==> config.mk <==
export PLATFORM = sky130hd
export DESIGN_NAME = play_sequencer
export DESIGN_NICKNAME = d
export VERILOG_FILES = /design/src/rtl/play_sequencer.sv
export SDC_FILE = /design/constraint.sdc
export NUM_CORES = 1
export LEC_CHECK = 0
export CORE_MARGIN = 5
export CORE_UTILIZATION = 25
export DETAILED_ROUTE_END_ITERATION = 8
export REMOVE_ABC_BUFFERS = 1
export SLEW_MARGIN = 20
export SYNTH_ARGS = -nofsm -noshare
export SYNTH_HDL_FRONTEND = slang
export SYNTH_SLANG_ARGS = --single-unit
==> constraint.sdc <==
create_clock -name clk -period 4.5 [get_ports clk]
set_input_delay 0.675 -clock clk [delete_from_list [all_inputs] [get_ports clk]]
set_output_delay 0.675 -clock clk [all_outputs]
set_load 0.01 [all_outputs]
==> src/rtl/play_sequencer.sv <==
// Playback sequencer: walks the note record store in order and holds each note on the
// tone-generator outputs for a tick-measured duration, with a one-tick silent gap after it.
module play_sequencer #(
    parameter int REC_CNT_BITS   = 6,
    parameter int OCTAVE_BITS    = 2,
    parameter int NOTE_BITS      = 3,
    parameter int LENGTH_BITS    = 3,
    parameter int FULL_NOTE_BITS = 10
) (
    input  logic                      clk,
    input  logic                      rst_n,
    input  logic                      start,
    input  logic                      stop,
    input  logic                      pause,
    input  logic                      loop,
    input  logic [REC_CNT_BITS-1:0]   last_idx,
    input  logic                      tick,
    output logic [REC_CNT_BITS-1:0]   rec_cnt,
    output logic                      rec_rw,
    output logic                      rec_en,
    input  logic [OCTAVE_BITS-1:0]    octave_r,
    input  logic [NOTE_BITS-1:0]      note_r,
    input  logic [LENGTH_BITS-1:0]    length_r,
    input  logic [FULL_NOTE_BITS-1:0] full_note_r,
    output logic [OCTAVE_BITS-1:0]    play_octave,
    output logic [NOTE_BITS-1:0]      play_note,
    output logic                      play_valid,
    output logic                      busy,
    output logic                      done,
    output logic [1:0]                state_dbg
);

    typedef enum logic [1:0] {
        S_IDLE  = 2'd0,
        S_FETCH = 2'd1,
        S_PLAY  = 2'd2,
        S_GAP   = 2'd3
    } state_t;

    localparam logic [FULL_NOTE_BITS-1:0] REM_ONE = FULL_NOTE_BITS'(1);

    state_t                    state_q, state_d;
    logic [REC_CNT_BITS-1:0]   rec_cnt_q, rec_cnt_d;
    logic [REC_CNT_BITS-1:0]   last_q, last_d;
    logic [OCTAVE_BITS-1:0]    oct_q, oct_d;
    logic [NOTE_BITS-1:0]      note_q, note_d;
    logic [FULL_NOTE_BITS-1:0] rem_q, rem_d;
    logic [FULL_NOTE_BITS-1:0] dur_shift, dur;
    logic                      valid_q, valid_d;
    logic                      done_q, done_d;
    logic                      tick_en;

    // Very short lengths can shift the whole-note duration down to zero; keep at least one tick.
    assign dur_shift = full_note_r >> length_r;
    assign dur       = (dur_shift == '0) ? REM_ONE : dur_shift;
    assign tick_en   = tick && !pause;

    always_ff @(posedge clk or negedge rst_n) begin
        if (!rst_n) begin
            state_q   <= S_IDLE;
            rec_cnt_q <= '0;
            last_q    <= '0;
            oct_q     <= '0;
            note_q    <= '0;
            rem_q     <= '0;
            valid_q   <= 1'b0;
            done_q    <= 1'b0;
        end else begin
            state_q   <= state_d;
            rec_cnt_q <= rec_cnt_d;
            last_q    <= last_d;
            oct_q     <= oct_d;
            note_q    <= note_d;
            rem_q     <= rem_d;
            valid_q   <= valid_d;
            done_q    <= done_d;
        end
    end

    always_comb begin
        state_d   = state_q;
        rec_cnt_d = rec_cnt_q;
        last_d    = last_q;
        oct_d     = oct_q;
        note_d    = note_q;
        rem_d     = rem_q;
        done_d    = 1'b0;
        if (stop) begin
            state_d   = S_IDLE;
            rec_cnt_d = '0;
            oct_d     = '0;
            note_d    = '0;
            rem_d     = '0;
        end else begin
            case (state_q)
                S_IDLE: begin
                    if (start) begin
                        state_d   = S_FETCH;
                        rec_cnt_d = '0;
                        last_d    = last_idx;
                    end
                end
                // Store read path is combinational, so the fields are valid this cycle.
                S_FETCH: begin
                    oct_d   = octave_r;
                    note_d  = note_r;
                    rem_d   = dur;
                    state_d = S_PLAY;
                end
                S_PLAY: begin
                    if (tick_en) begin
                        if (rem_q <= REM_ONE) begin
                            rem_d   = '0;
                            state_d = S_GAP;
                        end else begin
                            rem_d = rem_q - REM_ONE;
                        end
                    end
                end
                S_GAP: begin
                    if (tick_en) begin
                        if (rec_cnt_q != last_q) begin
                            rec_cnt_d = rec_cnt_q + REC_CNT_BITS'(1);
                            state_d   = S_FETCH;
                        end else if (loop) begin
                            rec_cnt_d = '0;
                            state_d   = S_FETCH;
                        end else begin
                            done_d  = 1'b1;
                            state_d = S_IDLE;
                        end
                    end
                end
                default: state_d = S_IDLE;
            endcase
        end
        valid_d = (state_d == S_PLAY) && (note_d != '0) && !pause;
    end

    assign rec_cnt     = rec_cnt_q;
    assign rec_rw      = 1'b0;
    assign rec_en      = 1'b0;
    assign play_octave = oct_q;
    assign play_note   = note_q;
    assign play_valid  = valid_q;
    assign busy        = (state_q != S_IDLE);
    assign done        = done_q;
    assign state_dbg   = state_q;

endmodule

# After elaboration in Yosys (flattened, before gate mapping)
# Index checks and enable logic that the tools add are counted.
# word_totals
ff_bits,31
in_bits,31
out_inout_bits,18
elab_cells,64
# classes
addsub,2
magnitude_cmp,1
eq_ne,9
n_shift,1
muxes,28
n_bitwise,1
reduce_logical,14
# op_table
cell,count
2-to-1 mux 10 bit,4
2-to-1 mux 6 bit,5
one-hot mux 10 bit (2 select lines),1
2-to-1 mux 2 bit,7
one-hot mux 6 bit (2 select lines),1
"<= comparator 10 x 1 -> 1 bit, second input constant",1
zero test 10 bit,1
right shift 10 x 3 -> 10 bit,1
"subtractor 10 x 1 -> 10 bit, second input constant",1
"!= test 3 bit, second input constant",3
nonzero test 3 bit,3
one-hot mux 2 bit (4 select lines),1
2-to-1 mux 1 bit,7
"adder 6 x 1 -> 6 bit, second input constant",1
"equality test 2 bit, second input constant",3
2-to-1 mux 3 bit,2
!= test 6 bit,1
"!= test 4 bit, second input constant",1
AND reduction 4 bit,1
nonzero test 2 bit,2
logical AND 1 bit,3
AND reduction 3 bit,1
"equality test 2 x 1 -> 1 bit, second input constant",1
zero test 2 bit,1
other kinds (3),3

# Depth between registers and ports, before layout
# logic_depth
depth_word,8
depth_mapped,7
ltp_nobuf,7

# Worst setup path after synthesis
# No wires, ideal clock.
# synth_path
path_kind,input to register
start,in length_r[1]
end,reg rem_q[0]
setup_ns,0.066
t_arrival_ns,1.934
required_time_ns,4.434
path_slack_ns,2.500
cell_stages,6
path_buffers,1
cell_sequence,buf_6 mux4_1 nor2_1 a41oi_1 o31ai_1 a22o_1
# synth_via
elab_chain_len,5
# synth_lines
item,line,text
"start, declared",23,"input logic [LENGTH_BITS-1:0] length_r,"
right shift 10 x 3 -> 10 bit *,54,assign dur_shift = full_note_r >> length_r;
zero test 10 bit,55,assign dur = (dur_shift == '0) ? REM_ONE : dur_shift;
2-to-1 mux 10 bit *,55,
one-hot mux 10 bit (2 select lines) *,95,case (state_q)
2-to-1 mux 10 bit *,88,if (stop) begin
"end signal, assigned",74,rem_q <= rem_d;
"end, declared",47,"logic [FULL_NOTE_BITS-1:0] rem_q, rem_d;"
# Mark *: on every way between the ends. The rest lies on a longest branch, timed or not.
# A chain may end at the register's enable or synchronous reset.

# Worst setup path in the final report
# Ends and elaborated chain as after synthesis.

==> results.md <==
- Final Max Tran Viols: 0
- First-pass GRT wire length: 8721 µm
- Final Hold Slack: between 500 and 600 ps
- Final core occ: between 30% and 40%
- Slew @ Worst Pin: 1105 ps
- Detailed Route Iter0 Violations: between 100 and 150
- Share of layout cells above drive strength 1: 10.26%
- Worst setup margin: 1852 ps
- Area growth syn-to-layout: 27.79%
- FMAX: 0.3776 GHz
- Synth area leaders: dfrtp_1, nand2_1, mux4_1
- CP required: between 4000 and 5000 ps
- Boundary Pins: 49
- Mapped Cells: 230
- Yosys top cell by area: dfrtp_1
- Nets: 307
- Synthesized area per cell: 9.493 µm²
- DRC: 0
- Slew Limit Headroom: 26.21%
- Seq/Total Area, Yosys: 35.53%
- Max clock buf depth: 2
- Maximum vdd drop: about 0.095 mV
- Min-delay src: play_octave[0]
- Vias in the first global route: ~1800
- H-tree levels: 2
- Drt total wl: around 5300 µm
- Final min period: roughly 2600 ps
- Port Buffer Count: 46
- Cts repair resizes: 0
- Crit path from: length_r[1]
- Cell with the most instances after synthesis: dfrtp_1
- Number of fill cells: 896
- Clock Root Buffer: clkbuf_8
- Leak: 1.143 nW
- TritonCTS clock tree: done
- Clock buffer count from CTS: 5
- Post-Layout Cell Count: 381
- Setup violations, final: 0
- # diodes: 0
- R2r startpoint: state_dbg[1]
- DIE WIDTH: slightly above 100 µm
- Unrepaired setup endpoints after global routing: no
- Clock latency on the worst-skew pair: 280 ps
- CTS Hold Buffers Added: 0
- Register Area: 775.7 µm²
- Die footprint: ~11000 µm²
- Area of the multi-input gates: 1290 µm²
- Gpl congestion: 0.8511
- Row cnt: 34
- Largest net degree at the start of global routing: 32
- Total gr overflow: 0
- Post-DRT Antenna Nets: 0
- Clock Pin Slew Worst Setup and Hold Paths: roughly 70 ps
- Final setup TNS: 0 ps
- Final Cycle Share: between 50 and 60%
- Cell variety after synth: between 50 and 60
- EDFF count, synth: 0
- Placed insts: around 370
- Hold Violations, Final: 0
- Synth top cells by count: dfrtp_1, nand2_1, o21ai_0, nand3_1, nor2_1
- Synthesized cell area: ~2200 µm²
- Pre-CTS setup slack: approximately 1600 ps
- Critical-path maximum fanout: 14
- Worst hold path type: reg2reg
- Via count: ~1900
- Post-CTS setup buffers: 0
- Die H: 103.5 µm
- Cell Pwr Density: 286.0 nW/µm²
- Critical Path AT: between 2000 and 3000 ps
- DR vias/cell: 4.990
- Initial Util: 25.28%
- Initial antenna violation count: 0
- Run status: finished, final reports clean
- Startpoint types: input pin
- Clock sink total: 31
- Wirelength per Cell: 13.92 µm
- Final HPWL DP: 4032 µm
- Number of max-cap violations: 0
- Post-synth top area share: 35.53%
- GRT Overall Usage: 10.09%
- CP Capture Type: register
- CP Class: in2reg
- Asr flop ratio synth: 100.0%
- Yosys warning count: 0
- Post-synthesis register bit count: 31
- Max Clock Skew: between 4 and 5 ps
- 1st-pass router iterations: 4
- Floorplan Core Area: 8636 µm²
- Top FF cell, synth: dfrtp_1
-- power breakdown --
part / internal (mW) / switching (mW) / total (mW)
registers: 0.304 / 0.0232 / 0.327
logic: 0.121 / 0.129 / 0.250
clock network: 0.120 / 0.100 / 0.220
-- sequential cells by signal, summed over array words and instances, names as in the netlist --
register     flops
rem_q           10
rec_cnt          6
done             1
last_q           6
play_valid       1
state_dbg        2
play_note        3
play_octave      2
-- path summary, 6_finish.rpt --
check	endpoint	slack, ps	cells past startpoint
hold / removal	play_octave[0]	530	2
setup reg to reg	rem_q[8]	2320	4
setup / recovery	rem_q[0]	1850	6
hold reg to reg	play_octave[0]	530	2
min in group asynchronous	rem_q[9]	800	2
max in group asynchronous	last_q[1]	3410	2
-- layer usage --
| layer | global-route usage (%) | wire length, µm | vias up |
|---|---|---|---|
| met4 | 3.287 | 70 | 0 |
| met1 | 14.30 | 2607 | 901 |
| met2 | 15.49 | 2330 | 52 |
| met3 | 1.878 | 297 | 5 |
| li1 | - | - | 943 |
| met5 | 0 | 0 | - |
-- area by class of cell --
cell class                 instances  area share [%]
multi-input combinational        180           46.23
clock buffer                       6           2.960
tap                              108           4.843
sequential                        31           27.80
timing repair buffer              48           17.04
clock inverter                     1          0.1794
inverter                           7          0.9417
-- critical path, stage by stage --
cell             delay [ps]
clkdlybuf4s50_1         830
mux4_1                  700
nor3_1                  220
a31oi_1                  70
o31ai_1                 220
a22o_1                  160
-- cells in the final DEF (no fill, tap or decap), types with 4 or more instances in the layout --
cell type / count
nor2b_1: 5
clkdlybuf4s50_1: 46
nand2_1: 29
mux2i_1: 6
nor3_1: 7
mux4_1: 4
nor2_1: 11
nand2b_1: 4
a31o_2: 5
xnor2_1: 6
dfrtp_1: 31
a22o_1: 10
nand3_1: 11
mux2_2: 8
inv_1: 7
o21ai_0: 13
clkbuf_8: 6
a21oi_1: 9
-- through the flow --
step                cell area [µm²]  power [mW]
finish                         2790      0.7979
global route                   2790      0.8479
CTS                            2790      0.8042
detailed placement             2703      0.5818
global placement               2703      0.5792
floorplan                      2092      0.4866
-- cells by family (layout without fill, tap and decap cells) --
kind of cell	count (synthesis)	in the layout	share of synthesized area (%)
AOI/OAI and AO/OA	61	61	19.94
xor gates and xnor gates	8	8	3.209
adders and majority gates	3	3	1.719
buffers and inverters	20	62	5.558
DFF	31	31	35.53
muxes	20	20	13.75
other	1	2	0.1718
and+or+nand+nor	86	86	20.11
(Power assumes the default switching activity.)
